--- config.mk ---
export PLATFORM = sky130hd
export DESIGN_NAME = srl_frame_deser
export DESIGN_NICKNAME = d
export VERILOG_FILES = /design/src/rtl/srl_frame_deser.sv
export SDC_FILE = /design/constraint.sdc
export NUM_CORES = 1
export LEC_CHECK = 0
export CAP_MARGIN = 20
export CORE_UTILIZATION = 40
export CTS_CLUSTER_DIAMETER = 120
export DETAILED_ROUTE_END_ITERATION = 8
export PLACE_DENSITY_LB_ADDON = 0.1
export SLEW_MARGIN = 15
export SYNTH_ARGS = -nofsm -noshare
export SYNTH_HDL_FRONTEND = slang
export SYNTH_SLANG_ARGS = --single-unit
--- constraint.sdc ---
create_clock -name clk -period 6.2 [get_ports clk]
set_clock_uncertainty 0.2 [all_clocks]
set_input_delay 1.24 -clock clk [delete_from_list [all_inputs] [get_ports clk]]
set_output_delay 1.24 -clock clk [all_outputs]
set_load 0.03 [all_outputs]
--- src/rtl/srl_frame_deser.sv ---
`default_nettype none
// ============================================================================
//  Module   : srl_frame_deser
//  Purpose  : Serial-to-parallel frame deserializer. Bits enter a W-bit shift
//             register (kept free of reset and side taps so it maps onto an
//             SRL primitive). A HUNT/LOCK state machine finds the sync word and
//             then walks fixed-length frames: one sync slot followed by
//             FRAME_LEN payload words. Payload words are presented on data with
//             a one-cycle valid strobe. sof marks the first payload word of a
//             frame. MISS_MAX consecutive bad sync slots drop the lock.
//  Ports    : clk     - single clock, rising edge
//             rst     - synchronous, active-high reset
//             i       - serial input bit
//             i_en    - i is valid this cycle
//             data    - last completed payload word, MSB first as received
//             valid   - one-cycle strobe for a new payload word
//             sof     - with valid, first payload word of a frame
//             locked  - high while in LOCK (registered)
//             err_cnt - saturating bad-sync-slot counter
//  Options  : DESER_ERRCNT_EN - when defined, err_cnt counts bad sync slots.
//             When it is undefined, err_cnt is tied to zero and has no flops.
//  Revision : 1.0 - initial release
// ============================================================================
module srl_frame_deser #(
  parameter int unsigned  W         = 8,
  parameter logic [W-1:0] SYNC      = 8'hA5,
  parameter int unsigned  FRAME_LEN = 4,
  parameter int unsigned  MISS_MAX  = 3
) (
  input  logic         clk,
  input  logic         rst,
  input  logic         i,
  input  logic         i_en,
  output logic [W-1:0] data,
  output logic         valid,
  output logic         sof,
  output logic         locked,
  output logic [7:0]   err_cnt
);

  typedef enum logic [0:0] {
    HUNT = 1'b0,
    LOCK = 1'b1
  } state_t;

  state_t       state;
  logic [W-1:0] sr;
  logic [W-1:0] sr_next;
  logic [3:0]   bitcnt;
  logic [3:0]   wordcnt;
  logic [2:0]   misses;
  logic [4:0]   fill;

  logic         sync_hit;
  logic         fill_ok;
  logic         word_done;
  logic         at_slot;
  logic         slot_bad;
  logic         lose_lock;
  logic         unused_sr_msb;

  // The oldest bit only ever falls off the end of the shift register.
  assign unused_sr_msb = sr[W-1];

  // All decisions look at the register as it will be after this bit.
  assign sr_next   = {sr[W-2:0], i};
  assign sync_hit  = (sr_next == SYNC);
  // The register holds stale bits after reset; a match only counts once it
  // has been filled with W freshly accepted bits.
  assign fill_ok   = (fill >= 5'(W - 1));
  assign word_done = (bitcnt == 4'(W - 1));
  assign at_slot   = (wordcnt == 4'd0);
  assign slot_bad  = i_en && (state == LOCK) && word_done && at_slot && !sync_hit;
  assign lose_lock = slot_bad && ((misses + 3'd1) >= 3'(MISS_MAX));

  // Plain enable-only shift register: no reset, no parallel taps besides the
  // comparison of its next value.
  always_ff @(posedge clk) begin
    if (i_en) begin
      sr <= sr_next;
    end
  end

  // Counts accepted bits since reset, saturating at W.
  always_ff @(posedge clk) begin
    if (rst) begin
      fill <= '0;
    end else if (i_en && (fill != 5'(W))) begin
      fill <= fill + 5'd1;
    end
  end

  always_ff @(posedge clk) begin
    if (rst) begin
      state   <= HUNT;
      bitcnt  <= '0;
      wordcnt <= '0;
      misses  <= '0;
      data    <= '0;
      valid   <= 1'b0;
      sof     <= 1'b0;
      locked  <= 1'b0;
    end else begin
      valid <= 1'b0;
      sof   <= 1'b0;
      if (i_en) begin
        case (state)
          HUNT: begin
            if (sync_hit && fill_ok) begin
              state   <= LOCK;
              bitcnt  <= '0;
              wordcnt <= 4'd1;
              misses  <= '0;
              locked  <= 1'b1;
            end
          end
          LOCK: begin
            if (!word_done) begin
              bitcnt <= bitcnt + 4'd1;
            end else begin
              bitcnt  <= '0;
              wordcnt <= (wordcnt == 4'(FRAME_LEN)) ? 4'd0 : wordcnt + 4'd1;
              if (!at_slot) begin
                // Payload word; a sync-looking payload is passed through as data.
                data  <= sr_next;
                valid <= 1'b1;
                sof   <= (wordcnt == 4'd1);
              end else if (sync_hit) begin
                misses <= '0;
              end else if (lose_lock) begin
                state   <= HUNT;
                locked  <= 1'b0;
                misses  <= '0;
                wordcnt <= '0;
              end else begin
                misses <= misses + 3'd1;
              end
            end
          end
          default: begin
            state <= HUNT;
          end
        endcase
      end
    end
  end

`ifdef DESER_ERRCNT_EN
  always_ff @(posedge clk) begin
    if (rst) begin
      err_cnt <= 8'h00;
    end else if (slot_bad && (err_cnt != 8'hFF)) begin
      err_cnt <= err_cnt + 8'h01;
    end
  end
`else
  assign err_cnt = 8'h00;
`endif

endmodule
`default_nettype wire

=== After elaboration in Yosys (flattened, before gate mapping) ===
Index checks and enable logic that the tools add are counted.

* $add $sub $neg: 4
* Multipliers: 0
* Div/mod/pow operators: 0
* $lt $le $gt $ge: 2
* Equal/unequal tests: 10
* Shift-type cells: 0
* Muxes and demuxes: 29
* Bitwise gates (word level): 4
* Reduce and logical (&&, ||, !) cells: 16

{| class="wikitable"
|+ Operators with widths
! cell !! number
|-
| 2-to-1 mux 4 bit || 8
|-
| one-hot mux 4 bit (2 select lines) || 2
|-
| 2-to-1 mux 3 bit || 5
|-
| 2-to-1 mux 1 bit || 11
|-
| adder 4 x 1 -> 4 bit (second input constant) || 2
|-
| == test 4 x 3 -> 1 bit (second input constant) || 2
|-
| == test 8 bit (second input constant) || 1
|-
| AND reduction 4 bit || 2
|-
| logical AND 1 bit || 7
|-
| != test 2 x 1 -> 1 bit (second input constant) || 3
|-
| one-hot mux 3 bit (2 select lines) || 1
|-
| AND reduction 6 bit || 1
|-
| adder 5 x 1 -> 5 bit (second input constant) || 1
|-
| greater-or-equal comparator 5 x 3 -> 1 bit (second input constant) || 1
|-
| != test 5 x 4 -> 1 bit (second input constant) || 1
|-
| OR reduction 5 bit || 1
|-
| == test 4 x 1 -> 1 bit (second input constant) || 1
|-
| logical NOT 4 bit || 1
|-
| != test 2 bit (second input constant) || 2
|-
| inverter 1 bit || 4
|-
| one-hot mux 1 bit (2 select lines) || 2
|-
| OR reduction 4 bit || 1
|-
| adder 3 x 1 -> 3 bit (second input constant) || 1
|-
| greater-or-equal comparator 3 x 2 -> 1 bit (second input constant) || 1
|-
| other kinds (3) || 3
|}

* Bits in registers: 35
* Bits in latches: 0
* RAM bits: 0
* Memory bits (read-only): 0
* Word-level logic and storage cells: 75
* Memories kept: 0

=== Depth between registers and ports, before layout ===
Gate-level depths: netlist of run 1.

* Depth after elaboration: 10
* Depth in mapped cells: 7
* Depth with buffers taken out: 6

=== Worst setup path after synthesis of run 1 ===
No wires, ideal clock.

* Path type: input -> register
* Start: input port i_en
* End: register wordcnt[2]
* Setup time: 141 ps
* Data arrival time: 2,488 ps
* Setup slack: 3,371 ps
* Stages on the path: 6
* Path buffers: 2
* Cells stage by stage: buf_2 nand3_1 or3b_1 buf_2 o311ai_0 a211oi_1

* Cells in the longest elaborated chain, start to end: 10
* Elaborated cells between the ends (all ways): 11
* Those cells by class: mux (5); reduce/logical (6)

{| class="wikitable"
|+ RTL lines
! what !! line !! source
|-
| start: declaration || 33 || <nowiki>input logic i_en,</nowiki>
|-
| logical AND 1 bit (4 in a row) || 73 || <nowiki>assign slot_bad = i_en && (state == LOCK) && word_done && at_slot && !sync_hit;</nowiki>
|-
| logical AND 1 bit || 74 || <nowiki>assign lose_lock = slot_bad && ((misses + 3'd1) >= 3'(MISS_MAX));</nowiki>
|-
| 2-to-1 mux 4 bit || 130 || <nowiki>end else if (lose_lock) begin</nowiki>
|-
| 2-to-1 mux 4 bit || 128 || <nowiki>end else if (sync_hit) begin</nowiki>
|-
| 2-to-1 mux 4 bit || 123 || <nowiki>if (!at_slot) begin</nowiki>
|-
| 2-to-1 mux 4 bit || 118 || <nowiki>if (!word_done) begin</nowiki>
|-
| one-hot mux 4 bit (2 select lines) || 107 || <nowiki>case (state)</nowiki>
|-
| end signal: assignment || 122 || <nowiki>wordcnt <= (wordcnt == 4'(FRAME_LEN)) ? 4'd0 : wordcnt + 4'd1;</nowiki>
|-
| end: declaration || 50 || <nowiki>logic [3:0] wordcnt;</nowiki>
|}

Several ways; a longest one is shown, not always the timed one. The select of a mux whose other input is x is not followed.
A chain may end at the register's enable or synchronous reset.

=== Worst setup path in the final report of run 1 ===
* Start: input port i_en
* End: register data[4]

* Cells in the longest elaborated chain, start to end: 1

{| class="wikitable"
|+ RTL lines
! what !! line !! source
|-
| AND reduction 4 bit (no line) || - ||
|-
| end signal: assignment || 125 || <nowiki>data <= sr_next;</nowiki>
|-
| end: declaration || 34 || <nowiki>output logic [W-1:0] data,</nowiki>
|}

No other way between the ends.

==> impl_metrics.yaml, run 1 <==
finish:
  final_area_um2: 1930
  final_core_util: 0.479
  diodes: 0
  drive_above_1_share: 0.103
  area_growth_pct: 14.4
  final_nets: 195
  stdcell_count: 234
timing:
  drv_slew: 0
  whs_ps: 244
  finalHoldViolCount: 0
  relSlewSlack: 0.396
  finalSetupViolCount: 0
  tns_ps: 0
  period_needed_ps: 3650
  rsz0062_at_grt: "false"
  finalWorstSetupSlack_ps: 2550
  worst_pin_slew_ps: 903
  period_share: 0.589
  fmax_mhz: 274
yosys:
  ys_seq_elements: 35
  ys_seq_area_frac: 0.457
  ys_warn_count: 0
  synth_top_area_share: 0.333
  synth_area_leaders: "dfxtp_1 (33%), edfxtp_1 (12%), ha_1 (5.9%), mux2i_1 (5.3%), nor2_1 (4.2%)"
  syn_area_per_cell_um2: 10.1
  synth_top_area_cell: "dfxtp_1"
  synth.distinct_cells: 50
  synth_most_common_cell: "dfxtp_1"
  ys_dominant_reg_cell: "dfxtp_1"
  synth_area_um2: 1690
  yosys-top-cells-count: "dfxtp_1 (28), nor2_1 (19), inv_1 (12)"
  synth_edf_count: 7
  synthArstFlopShare: 0
  synthCells: 167
critical_path:
  rr_startpoint: "wordcnt[1]$_SDFFE_PP0P_"
  arrival_ps: 3590
  startpoint: "i_en"
  required_ps: 6140
  path_max_fanout: 18
  path_class: "primary input to flop"
  crit_path_start_kind: "primary input"
  crit_path_end_kind: "flop"
clock_network:
  clockBufferDepth: 2
  cts_tree: "yes"
  cts_setup_buffers: 0
  htreeDepth: 2
  cts_resized: 0
  clk_latency_ps: 280
  cts.sinks: 35
  cts_made_buffers: 5
  root_buffer: "clkbuf_8"
  cts_hold_buf: 0
  clk_pin_slew_ps: 70
global_route:
  grt.total_usage: 0.167
  grt_pass1_vias: 1117
  grt_pass1_wl_um: 5470
  grt_max_degree: 24
  antenna_found_initial: 0
  gr-total-overflow: 0
place:
  io_buffers: 14
  place_ws_ps: 2220
  place_congestion: 0.766
  dp.cells: 226
  hpwl_um: 2350
  place_area_um2: 1840
routing:
  ant_nets: 0
  drt-initial-drc-count: 78
  dr.pass1.iters: 4
  routedWlPerCell_um: 14.0
  drc: 0
  routed-via-count: 1227
  drt_wl_total_um: 3280
  vias_per_cell: 5.24
floorplan:
  die_area_um2: 4480
  io_pins: 23
  initial_core_util: 0.418
  die_w_um: 66.9
  fp.dieH_um: 66.9
  rows: 23
  placeableCoreArea_um2: 4030
job:
  drv_cap: 0
min_path:
  hold_class: "flop to flop"
  hold_start: "misses[2]$_SDFFE_PP0P_"
power_and_ir_drop:
  peakVddDrop_mv: 0.105
  power_density_nw_per_um2: 224
  power_uw: 432
  power_leakage_nw: 0.658
outcome:
  status: "completed"
-- per-layer routing --
layer,GRT usage,vias up,share of wire
li1,-,615,-
met2,0.236,17,0.45
met3,0.0599,6,0.030
met5,0,-,0
met1,0.231,589,0.51
met4,0.0585,0,0.012
-- cell families after synthesis --
logic type,after synthesis,share of synthesized area
AOI/OAI and AO/OA,33,0.166
and+or+nand+nor,53,0.169
buffers and inverters,24,0.0728
adders and majority gates,8,0.0594
other,1,0.00223
muxes,9,0.0535
DFF,35,0.457
xor gates and xnor gates,4,0.0208
-- layout make-up --
type / count / area, um^2
fillers: 388 / 2100
multi-input cells: 115 / 818
flip-flops and latches: 35 / 771
repair buffers: 14 / 140
clock buffers: 7 / 86.3
well taps: 50 / 62.6
inverters: 12 / 45.0
clock inverters: 1 / 5.00
-- layout by cell type (no fill, tap or decap), types with 6 or more instances in the layout --
cell type and instances:
nand2_1 6, edfxtp_1 7, clkdlybuf4s50_1 14, nor2_1 19, conb_1 8, inv_1 12, mux2i_1 9, clkbuf_8 6
nand3_1 6, ha_1 8, dfxtp_1 28
-- state kept, by name, indices dropped and copies added, names as in the netlist --
signal / flops
state: 1
fill: 5
misses: 3
valid: 1
wordcnt: 4
data: 8
sof: 1
bitcnt: 4
sr: 7
locked: 1
-- power by group --
| group | internal (mW) | switching (mW) | leakage, nW |
|---|---|---|---|
| Sequential | 0.237 | 0.00388 | 0.294 |
| Combinational | 0.00597 | 0.0166 | 0.315 |
| Clock | 0.0896 | 0.0791 | 0.0482 |
-- critical path: stages --
cell	delay [ps]
clkdlybuf4s50_1	900
nand3_1	310
nor3_2	780
mux2i_1	290
nor2_1	50
-- final timing paths --
check             slack [ps]  cells after the start                endpoint
hold reg to reg          240                      2  misses[2]$_SDFFE_PP0P_
setup reg to reg        3740                      6  misses[0]$_SDFFE_PP0P_
setup / recovery        2550                      5    data[4]$_SDFFE_PP0P_
hold / removal           240                      2  misses[2]$_SDFFE_PP0P_
Note: power is estimated with default switching activity, not from simulation.
==> inputs of run 2 (changes only) <==
- clock period: 6.2 -> 3.59 ns (I/O delays scaled with it)
==> run 2 against run 1 <==
  * Sequential cell count did not move
  * Non-clock buffer count is 3 higher
  * Global-route usage shrank 0.36 points
  * Largest cell class unchanged
==> impl_metrics.yaml, run 2 (synthesis gave the netlist of run 1 again) <==
floorplan:
  initial_core_util: 0.418
  io_pins: 23
  fp.dieH_um: 66.9
  die_w_um: 66.9
  rows: 23
  die_area_um2: 4480
  placeableCoreArea_um2: 4030
finish:
  largest_reg_flops: 8
  top_register: "data"
  fillers: 396
  final_cell_mix: "dfxtp_1 (28), nor2_1 (19), clkdlybuf4s50_1 (14)"
  final_nets: 198
  diodes: 0
  mostFrequentLayoutCell: "dfxtp_1"
  seq_area_um2: 771
  top_regs: "data: 8 flops, sr: 7 flops, fill: 5 flops"
  drive_above_1_share: 0.118
  multi_input_area_um2: 818
  area_growth_pct: 15.7
critical_path:
  arrival_ps: 2630
  crit_path_start_kind: "primary input"
  path_class: "primary input to flop"
  required_ps: 3520
  r2r_cells: 6
  crit_path_end_kind: "flop"
  path_max_fanout: 8
timing:
  period_share: 0.752
  finalHoldViolCount: 0
  period_needed_ps: 2700
  rsz0062_at_grt: "false"
  finalSetupViolCount: 0
  tns_ps: 0
  drv_slew: 0
  worst_pin_slew_ps: 674
  whs_ps: 243
  relSlewSlack: 0.546
  fmax_mhz: 370
global_route:
  gr-total-overflow: 0
  grt_pass1_vias: 1140
  grt_max_degree: 18
  grt.total_usage: 0.164
  grt_pass1_wl_um: 5390
  antenna_found_initial: 0
power_and_ir_drop:
  netSwitchingPower_uw: 170
  pwr-share-seq: 0.557
  p_int_uw: 575
  power_leakage_nw: 0.673
  power_frac_comb: 0.055
  power_density_nw_per_um2: 382
  switching_share: 0.229
  p_clk_frac: 0.388
  peakVddDrop_mv: 0.226
routing:
  dr.pass1.iters: 4
  routed-via-count: 1230
  ant_nets: 0
  vias_per_cell: 5.19
  drt_wl_total_um: 3290
  drt-initial-drc-count: 35
  routedWlPerCell_um: 13.9
  drc: 0
clock_network:
  clk_pin_slew_ps: 70
  cts_resized: 0
  cts_hold_buf: 0
  cts.sinks: 35
  root_buffer: "clkbuf_8"
  clk_latency_ps: 280
  htreeDepth: 2
  cts_setup_buffers: 0
  cts_made_buffers: 5
  clockBufferDepth: 2
  cts_tree: "yes"
place:
  hpwl_um: 2490
  io_buffers: 14
  place_congestion: 0.733
outcome:
  status: "completed"
min_path:
  worstHoldPathCells: 2
  hold_class: "flop to flop"
job:
  drv_cap: 0
[run 2: changes by cell type in the layout (fill, tap and decap cells not counted)]
| cell | previous run | this run |
|---|---|---|
| buf_4 | 0 | 3 |
[run 2: cell type report]
class | count | share of cell area
clock buffer | 7 | 0.0443
clock inverter | 1 | 0.00257
inverter | 12 | 0.0231
multi-input combinational | 115 | 0.419
sequential | 35 | 0.395
tap | 50 | 0.0321
timing repair buffer | 17 | 0.0834
[run 2: path summary, 6_finish.rpt]
path	from	to	slack (ps)
worst max-delay path	i_en	wordcnt[2]$_SDFFE_PP0P_	890
worst min-delay path	misses[2]$_SDFFE_PP0P_	misses[2]$_SDFFE_PP0P_	240
worst max register to register	wordcnt[0]$_SDFFE_PP0P_	wordcnt[2]$_SDFFE_PP0P_	1220
worst min register to register	misses[2]$_SDFFE_PP0P_	misses[2]$_SDFFE_PP0P_	240
[run 2: metal layers]
metal | GRT usage | part of all wire | wire length (um) | vias to the layer above
met1 | 0.209 | 0.49 | 1630 | 588
li1 | - | - | - | 623
met2 | 0.263 | 0.47 | 1540 | 13
met5 | 0 | 0 | 0 | -
met4 | 0.0479 | 0.012 | 41 | 0
met3 | 0.0514 | 0.026 | 87 | 6
[run 2: stage by stage]
step           total power [mW]   util  area, um^2  std cells  worst slack, ps
2_1_floorplan             0.458      -        1710        174             1280
3_3_place_gp              0.463  0.461        1860        229              684
3_5_place_dp              0.465  0.461        1860        229              612
4_1_cts                   0.753  0.484        1950        237              890
5_1_grt                   0.775  0.484        1950        237              754
6_report                  0.746  0.484        1950        237              890
[run 2: worst max-delay path, stage by stage]
cell and delay (ps):
clkdlybuf4s50_1 640, nand3_1 230, or3b_1 540, o311ai_0 380, a211oi_1 120
[run 2: power by group through the flow]
stage | combinational (mW) | sequential, mW | clock (mW)
2_1_floorplan | 0.0356 | 0.422 | 0
3_3_place_gp | 0.0392 | 0.424 | 0
3_5_place_dp | 0.0408 | 0.424 | 0
4_1_cts | 0.0410 | 0.416 | 0.296
5_1_grt | 0.0449 | 0.416 | 0.313
6_report | 0.0407 | 0.416 | 0.290
